File: src/rtl/mioc_od_pkg.sv
// Shared definitions for open-drain receivers: FSM state encoding and default timing.
package mioc_od_pkg;

  typedef enum logic [1:0] {
    IDLE = 2'd0,
    LOW  = 2'd1,
    HIGH = 2'd2,
    RSTW = 2'd3
  } od_state_e;

  localparam int FILT_LEN_DEF = 3;
  localparam int T_BIT_DEF    = 8;
  localparam int T_RST_DEF    = 48;
  localparam int T_IDLE_DEF   = 64;

  function automatic int max_int(input int a, input int b);
    return (a > b) ? a : b;
  endfunction

endpackage

File: src/rtl/mioc_od_filt.sv
// Two-flop synchronizer followed by a glitch filter: the output follows the
// synchronized line only after FILT_LEN consecutive samples disagree with it.
module mioc_od_filt
  import mioc_od_pkg::*;
#(
  parameter int FILT_LEN = FILT_LEN_DEF
) (
  input  logic clk,
  input  logic rst_n,
  input  logic line_i,
  output logic filt_o
);

  localparam int CW = (FILT_LEN > 1) ? $clog2(FILT_LEN) : 1;

  logic          s1_q, s2_q;
  logic          filt_q, filt_d;
  logic [CW-1:0] cnt_q, cnt_d;

  always_ff @(posedge clk or negedge rst_n) begin
    if (!rst_n) begin
      s1_q   <= 1'b1;
      s2_q   <= 1'b1;
      filt_q <= 1'b1;
      cnt_q  <= '0;
    end else begin
      s1_q   <= line_i;
      s2_q   <= s1_q;
      filt_q <= filt_d;
      cnt_q  <= cnt_d;
    end
  end

  // cnt_q holds how many disagreeing samples preceded the current one
  always_comb begin
    filt_d = filt_q;
    cnt_d  = '0;
    if (s2_q != filt_q) begin
      if (cnt_q == CW'(FILT_LEN - 1)) filt_d = s2_q;
      else                            cnt_d  = cnt_q + CW'(1);
    end
  end

  assign filt_o = filt_q;

endmodule

File: src/rtl/mioc_od_rx.sv
// Open-drain pulse-width byte receiver with one-entry output buffer.
// Define MIOC_OD_RX_PARITY_EN to expect a 9th odd-parity bit per frame.
module mioc_od_rx
  import mioc_od_pkg::*;
#(
  parameter int FILT_LEN = FILT_LEN_DEF,
  parameter int T_BIT    = T_BIT_DEF,
  parameter int T_RST    = T_RST_DEF,
  parameter int T_IDLE   = T_IDLE_DEF
) (
  input  logic       clk,
  input  logic       rst_n,
  input  logic       line_in,
  output logic [7:0] rx_data,
  output logic       rx_valid,
  input  logic       rx_ready,
  output logic       bus_rst,
  output logic       err_ovf,
  output logic       err_frm,
  output logic       err_par,
  output logic       busy
);

  localparam int CNT_MAX = max_int(T_RST, T_IDLE);
  localparam int CW      = $clog2(CNT_MAX + 2);
`ifdef MIOC_OD_RX_PARITY_EN
  localparam int NBITS = 9;
`else
  localparam int NBITS = 8;
`endif
  localparam logic [3:0] LAST_BIT = 4'(NBITS - 1);

  logic          filt;
  od_state_e     state_q, state_d;
  logic [CW-1:0] cnt_q, cnt_d, wid;
  logic [3:0]    bit_cnt_q, bit_cnt_d;
  logic [7:0]    sh_q, sh_d;
  logic [7:0]    rx_data_q, rx_data_d;
  logic          rx_valid_q, rx_valid_d;
  logic          bus_rst_q, bus_rst_d;
  logic          err_ovf_q, err_ovf_d;
  logic          err_frm_q, err_frm_d;
  logic          err_par_q, err_par_d;
  logic          bit_val, done, hs;
  logic [7:0]    done_byte;

  mioc_od_filt #(.FILT_LEN(FILT_LEN)) u_filt (
    .clk    (clk),
    .rst_n  (rst_n),
    .line_i (line_in),
    .filt_o (filt)
  );

  always_ff @(posedge clk or negedge rst_n) begin
    if (!rst_n) begin
      state_q    <= IDLE;
      cnt_q      <= '0;
      bit_cnt_q  <= '0;
      sh_q       <= '0;
      rx_data_q  <= '0;
      rx_valid_q <= 1'b0;
      bus_rst_q  <= 1'b0;
      err_ovf_q  <= 1'b0;
      err_frm_q  <= 1'b0;
      err_par_q  <= 1'b0;
    end else begin
      state_q    <= state_d;
      cnt_q      <= cnt_d;
      bit_cnt_q  <= bit_cnt_d;
      sh_q       <= sh_d;
      rx_data_q  <= rx_data_d;
      rx_valid_q <= rx_valid_d;
      bus_rst_q  <= bus_rst_d;
      err_ovf_q  <= err_ovf_d;
      err_frm_q  <= err_frm_d;
      err_par_q  <= err_par_d;
    end
  end

  // wid is the width of the current level including this cycle
  assign wid     = cnt_q + CW'(1);
  assign bit_val = (wid < CW'(T_BIT));
  assign hs      = rx_valid_q && rx_ready;

  always_comb begin
    state_d   = state_q;
    cnt_d     = (cnt_q == CW'(CNT_MAX)) ? cnt_q : cnt_q + CW'(1);
    bit_cnt_d = bit_cnt_q;
    sh_d      = sh_q;
    bus_rst_d = 1'b0;
    err_frm_d = 1'b0;
    err_par_d = 1'b0;
    done      = 1'b0;
    done_byte = sh_q;

    case (state_q)
      IDLE: begin
        if (!filt) begin
          state_d = LOW;
          cnt_d   = '0;
        end
      end
      LOW: begin
        if (filt) begin
          state_d = HIGH;
          cnt_d   = '0;
          if (bit_cnt_q == LAST_BIT) begin
            bit_cnt_d = '0;
            sh_d      = '0;
`ifdef MIOC_OD_RX_PARITY_EN
            if (^{sh_q, bit_val}) done      = 1'b1;
            else                  err_par_d = 1'b1;
`else
            done_byte = {bit_val, sh_q[6:0]};
            done      = 1'b1;
`endif
          end else begin
            sh_d[bit_cnt_q[2:0]] = bit_val;
            bit_cnt_d            = bit_cnt_q + 4'd1;
          end
        end else if (wid == CW'(T_RST)) begin
          state_d   = RSTW;
          bus_rst_d = 1'b1;
          bit_cnt_d = '0;
          sh_d      = '0;
        end
      end
      HIGH: begin
        if (!filt) begin
          state_d = LOW;
          cnt_d   = '0;
        end else if (wid == CW'(T_IDLE)) begin
          state_d   = IDLE;
          err_frm_d = (bit_cnt_q != 4'd0);
          bit_cnt_d = '0;
          sh_d      = '0;
        end
      end
      RSTW: begin
        if (filt) begin
          state_d = IDLE;
          cnt_d   = '0;
        end
      end
      default: state_d = IDLE;
    endcase
  end

  // A byte completing alongside a handshake replaces the one being consumed
  always_comb begin
    rx_data_d  = rx_data_q;
    rx_valid_d = rx_valid_q;
    err_ovf_d  = 1'b0;
    if (done) begin
      if (!rx_valid_q || hs) begin
        rx_data_d  = done_byte;
        rx_valid_d = 1'b1;
      end else begin
        err_ovf_d = 1'b1;
      end
    end else if (hs) begin
      rx_valid_d = 1'b0;
    end
  end

  assign rx_data  = rx_data_q;
  assign rx_valid = rx_valid_q;
  assign bus_rst  = bus_rst_q;
  assign err_ovf  = err_ovf_q;
  assign err_frm  = err_frm_q;
  assign err_par  = err_par_q;
  assign busy     = (state_q != IDLE);

endmodule
File: config.mk
export PLATFORM = sky130hd
export DESIGN_NAME = mioc_od_rx
export DESIGN_NICKNAME = d
export VERILOG_FILES = /design/src/rtl/mioc_od_pkg.sv /design/src/rtl/mioc_od_filt.sv /design/src/rtl/mioc_od_rx.sv
export SDC_FILE = /design/constraint.sdc
export NUM_CORES = 1
export LEC_CHECK = 0
export BUFFER_PORTS_ARGS = -buffer_cell sky130_fd_sc_hd__buf_2
export CAP_MARGIN = 20
export CORE_UTILIZATION = 50
export CTS_CLUSTER_SIZE = 14
export DETAILED_ROUTE_END_ITERATION = 10
export PLACE_DENSITY = 0.75
export REMOVE_ABC_BUFFERS = 1
export SETUP_SLACK_MARGIN = 0.15
export SYNTH_ARGS = -nofsm -noshare
export SYNTH_HDL_FRONTEND = slang
export SYNTH_SLANG_ARGS = --single-unit
File: constraint.sdc
create_clock -name clk -period 6 [get_ports clk]
set_input_delay 0.9 -clock clk [delete_from_list [all_inputs] [get_ports clk]]
set_output_delay 0.9 -clock clk [all_outputs]
set_load 0.005 [all_outputs]
Word level (Yosys, flattened, before mapping)
Index checks and enable logic that the tools add are counted.
{"block": "op_classes", "reduce_logical": 16, "n_lt_le_gt_ge": 3, "muxes": 45, "add_sub_neg": 3, "n_eq_ne": 16}
{"cell": "$mux 8", "count": 8}
{"cell": "$mux 7", "count": 3}
{"cell": "$mux 4", "count": 5}
{"cell": "$mux 2", "count": 8}
{"cell": "$pmux 8 s2", "count": 1}
{"cell": "$mux 1", "count": 15}
{"cell": "$eq 7x7->1 const B", "count": 2}
{"cell": "$pmux 7 s2", "count": 1}
{"cell": "$bwmux 8", "count": 1}
{"cell": "$pmux 2 s4", "count": 1}
{"cell": "$pmux 4 s2", "count": 1}
{"cell": "$reduce_and 4->1", "count": 2}
{"cell": "$add 7x1->7 const B", "count": 1}
{"cell": "$eq 7x6->1 const B", "count": 1}
{"cell": "$lt 7x4->1 const B", "count": 1}
{"cell": "$eq 2x2->1 const B", "count": 3}
{"cell": "$ne 2x1->1 const B", "count": 3}
{"cell": "$reduce_and 2->1", "count": 3}
{"cell": "$reduce_bool 2->1", "count": 3}
{"cell": "$add 4x1->4 const B", "count": 1}
{"cell": "$eq 4x3->1 const B", "count": 1}
{"cell": "$lt 3x4->1 const B", "count": 1}
{"cell": "$ne 2x2->1 const B", "count": 2}
{"cell": "$reduce_bool 4->1", "count": 1}
{"cell": "other kinds (12)", "count": 14}
{"block": "totals", "reg_bits": 38, "input_bits": 4, "out_inout_bits": 14, "elab_cells": 96}

Longest topological paths before layout
{"block": "depth", "depth_word": 8, "mapped_depth": 9, "ltp_nobuf": 7}

Modules after synthesis
From an unflattened synthesis, not the netlist that was laid out.
{"block": "hier_totals", "cells_unflattened": 182, "area_unflattened_um2": 1859.3}
{"mod": "mioc_od_rx", "instances": 1, "seq_area_each_um2": 800.8, "cells_each": 172, "area_each_um2": 1680.4}
{"mod": "mioc_od_filt", "instances": 1, "seq_area_each_um2": 128.9, "cells_each": 10, "area_each_um2": 178.9}

Least setup slack after synthesis
No wires, ideal clock.
{"block": "synth_path", "path_type": "reg2reg", "start": "reg cnt_q[0]", "end": "reg bit_cnt_q[1]", "period_less_slack_ns": 2.127, "path_buffers": 2, "required_time_ns": 5.878, "arrival_time_ns": 2.005, "stages_incl_launch_ff": 10, "setup_time_ns": 0.122, "path_slack_ns": 3.873, "cell_sequence": "dfrtp_1 ha_1 buf_4 nor2_1 a21oi_2 o32ai_4 nand3_4 or2_1 buf_6 a32o_1"}
{"block": "synth_between", "elab_chain_cells": 4, "elab_cells_between_ends": 6, "cone_classes": "add/sub (1); eq/ne (4); reduce/logical (1)"}
{"element": "from (decl)", "line_no": "mioc_od_rx.sv:35", "source": "logic [CW-1:0] cnt_q, cnt_d, wid;"}
{"element": "from (signal assigned)", "line_no": "mioc_od_rx.sv:68", "source": "cnt_q <= cnt_d;"}
{"element": "$add 7x1->7 (*)", "line_no": "mioc_od_rx.sv:81", "source": "assign wid = cnt_q + CW'(1);"}
{"element": "$eq 7x6->1 / $eq 7x7->1 (equally long branches)", "line_no": "mioc_od_rx.sv:121, mioc_od_rx.sv:132"}
{"element": "$ne 3x2->1 (no line) / $ne 2x2->1 (equally long branches)"}
{"element": "$reduce_and 4->1 (no line) (*)"}
{"element": "to (signal assigned)", "line_no": "mioc_od_rx.sv:69", "source": "bit_cnt_q <= bit_cnt_d;"}
{"element": "to (decl)", "line_no": "mioc_od_rx.sv:36", "source": "logic [3:0] bit_cnt_q, bit_cnt_d;"}
Every way passes the cells marked *; elsewhere a longest branch is shown, timed or not.
A chain may end at the register's enable or synchronous reset.

Worst setup path in the final report
{"block": "layout_path", "start": "reg cnt_q[0]", "end": "reg sh_q[0]"}
{"block": "layout_between", "elab_chain_cells": 6, "elab_cells_between_ends": 11, "cone_classes": "add/sub (1); order compare (1); eq/ne (4); mux (4); reduce/logical (1)"}
{"element": "$add 7x1->7 (*)", "line_no": "mioc_od_rx.sv:81"}
{"element": "$lt 7x4->1", "line_no": "mioc_od_rx.sv:82", "source": "assign bit_val = (wid < CW'(T_BIT));"}
{"element": "$bwmux 8", "line_no": "mioc_od_rx.sv:118", "source": "sh_d[bit_cnt_q[2:0]] = bit_val;"}
{"element": "$mux 8", "line_no": "mioc_od_rx.sv:107", "source": "if (bit_cnt_q == LAST_BIT) begin"}
{"element": "$mux 8", "line_no": "mioc_od_rx.sv:104", "source": "if (filt) begin"}
{"element": "$pmux 8 s2", "line_no": "mioc_od_rx.sv:96", "source": "case (state_q)"}
{"element": "to (signal assigned)", "line_no": "mioc_od_rx.sv:59", "source": "sh_q <= '0;"}
{"element": "to (signal assigned)", "line_no": "mioc_od_rx.sv:70", "source": "sh_q <= sh_d;"}
{"element": "to (decl)", "line_no": "mioc_od_rx.sv:37", "source": "logic [7:0] sh_q, sh_d;"}
Marked as above.

==> key figures <==
Critical path
  – Startpoint Class: flop
  – Crit path kind: reg2reg
  – Critical path fanouts, max: 8
  – Critical Path Sink Type: flop
  – CP required: 6180 ps
  – Crit path DAT: 2660 ps

Cells and area
  – Multi-input logic area: around 0.0010 mm^2
  – Nets: around 230
  – Fill count: around 380
  – Area Growth Syn to Fin: 7.83%
  – Share of cells above drive strength 1: a little over a fifth
  – Diode count: 0
  – FF+latch area: 930 um^2

Power
  – Sw Share: roughly two fifths
  – Switching power: about 390 uW
  – Pwr/cell area: between 400 and 500 mW/mm^2
  – Static leakage: just over 0.001 uW
  – Maximum VDD drop: a little under 0.2 mV
  – Internal: around 610 uW
  – Power share of the clock group: around 22%
  – Comb power frac: between 30 and 40%
  – Sequential power share: about two fifths

Logic synthesis
  – Most common cell in the netlist: dfrtp_1
  – Ys Warns: 0
  – Post-Syn Area: about 0.0021 mm^2
  – Post-synth EDFFs: 0
  – Synth top area share: just over 40%
  – Post-synth cell types: 57
  – Post-synth ARST share: between 90% and 100%
  – Top cells by area, synth: dfrtp_1 40%, nor2_1 4.6%, mux2_2 4.3%
  – Syn Area/Cell: approximately 9.7 um^2
  – Yosys reg bits: 37
  – Yosys top cell by area: dfrtp_1
  – Mapped Cells: 217
  – Commonest cells post-synth: 34 x dfrtp_1, 26 x nor2_1, 16 x o21ai_0
  – Register area share after synthesis: 44.1%
  – Top_reg_cell synth: dfrtp_1

Global route
  – GRT Total Usage: 20.9%
  – Vias in the first global route: between 1500 and 2000
  – Total grt overflow: 0
  – GR peak layer: met2
  – Met1 usage: 27.4%
  – Initial antenna violation count: 0
  – Largest net degree at the start of global routing: 38
  – First-pass GRT wire length: around 7.0 mm
  – Grt met2 use: between 30% and 40%
  – Met3 usage: about 3.8%

Timing
  – Max Clock Freq: slightly above 400 MHz
  – Clk_skew: a little under 8 ps
  – Setup violations, final: 0
  – Final Cycle Share: 41.3%
  – TNS Setup: 0 ps
  – Worst-margin pin slew: approximately 800 ps
  – Max_slew headroom: 45.5%
  – Endpoints failing hold: 0
  – Worst Hold Slack: 356 ps
  – Fin crit period: between 2000 and 2500 ps
  – Slew Limit Fails: 0
  – RSZ-0062 raised after global routing: no

Die
  – Die Wd: between 60 and 70 um
  – I/O pin cnt: 18
  – Die Footprint: 0.00448 mm^2
  – Initial Utilization: roughly 52%
  – Row Count: 23
  – Die Ht: approximately 67 um
  – Standard cell core area: 0.00403 mm^2

CTS
  – TritonCTS clock tree: yes
  – Num CTS Buffers: 5
  – Clock latency at the later pin of the worst-skew pair: about 290 ps
  – CTS Hold Bufs: 0
  – Post-CTS setup buffer count: 0
  – H-tree Lvls: 2
  – Worst-path clk slew: about 70 ps
  – Clock sinks: 37
  – PostCTS Resize Cnt: 0
  – CTS root buf: clkbuf_8
  – Clk buf depth: 2

Detailed routing
  – Vias/cell: 5.83
  – DR iter-0 viols: 114
  – Drt first pass iters: 4
  – WL final: 4.12 mm
  – DRC Markers: 0
  – Avg WL per Cell: around 15 um
  – Vias: about 1600
  – Antenna viol nets, final: 0

Place
  – Post-DP HPWL: around 3 mm
  – Number of port buffers: 16
  – Final Wtd Congestion: around 0.83

Run
  – Max-Cap Viols: 0

Hold path
  – HP Class: reg2reg

Run status
  – Status: finished clean
-- metal layers --
| layer | up-vias | wire, um |
|---|---|---|
| met1 | 779 | 1880 |
| met4 | 0 | 40 |
| met2 | 32 | 2040 |
| met3 | 5 | 162 |
| met5 | - | 0 |
| li1 | 786 | - |
-- state kept, by name (all words and copies together) (netlist names) --
name	count
u_filt.s1_q	1
u_filt.s2_q	1
u_filt.cnt_q	2
bus_rst	1
state_q	2
rx_data	8
err_ovf	1
bit_cnt_q	4
u_filt.filt_o	1
cnt_q	7
sh_q	7
rx_valid	1
err_frm	1
-- power by group through the flow --
stage	Clock (uW)	Sequential [uW]	Combinational [uW]
2_1_floorplan	0	393	273
3_3_place_gp	0	414	349
3_5_place_dp	0	418	359
4_1_cts	226	413	361
5_1_grt	237	429	410
6_report	221	414	360
-- area by class of cell --
| cell class | count | area share, % |
|---|---|---|
| clock buffers | 7 | 3.80 |
| inverters | 10 | 1.65 |
| flip-flops and latches | 37 | 40.9 |
| clock inverters | 1 | 1.32 |
| well taps | 50 | 2.75 |
| repair buffers | 16 | 3.52 |
| multi-input cells | 154 | 46.1 |
-- worst paths after layout --
path / from / to / slack (ps) / depth (start not counted)
max: cnt_q[0] / sh_q[0] / 3520 / 7
max reg2reg: cnt_q[0] / sh_q[0] / 3520 / 7
min reg2reg: u_filt.s1_q / u_filt.s2_q / 360 / 0
max in group asynchronous: rst_n / u_filt.cnt_q[1] / 4770 / 1
min: u_filt.s1_q / u_filt.s2_q / 360 / 0
min in group asynchronous: rst_n / rx_data[4] / 700 / 1
-- through the flow --
stage / setup WS, ps / total power, uW / cell area, um^2 / utilization, % / cells
floorplan: 3900 / 666 / 2010 / - / 201
global placement: 3600 / 763 / 2160 / 53.5 / 267
detailed placement: 3550 / 777 / 2160 / 53.5 / 267
CTS: 3530 / 999 / 2270 / 56.4 / 275
global route: 3390 / 1080 / 2270 / 56.4 / 275
finish: 3520 / 995 / 2270 / 56.4 / 275
-- critical path, stage by stage, from the launching register on --
cell      delay, ps
dfrtp_1         490
ha_1            360
and3_2          280
mux2i_1          90
o311ai_2        500
and2_2          300
a31oi_1         100
a22o_1          240
-- kinds of logic (layout without fill, tap and decap cells) --
logic type      count (synthesis)  in the layout  synth area share (%)
compound gates                 52             52                  17.9
xor+xnor                        8              8                  3.32
fa+ha+maj                       5              5                  2.97
buf+inv                        26             34                  6.23
flops                          37             37                  44.1
mux                            10             10                  5.22
other cells                     1              1                 0.178
simple gates                   78             78                  20.1
-- cell usage in the layout, fill, tap and decap left out, types with 4 or more instances in the layout --
cell      count
inv_1         9
clkbuf_8      6
ha_1          5
nand2_1      11
nand3_1       6
dfrtp_1      34
nand2b_1      4
nor2_1       26
o21ai_0      16
nor3_1        7
xnor2_1       7
mux2_2        8
a21oi_1       5
buf_2        16
a31oi_1       8
a32o_1        4
No activity file was read; power rests on OpenSTA's default activity.
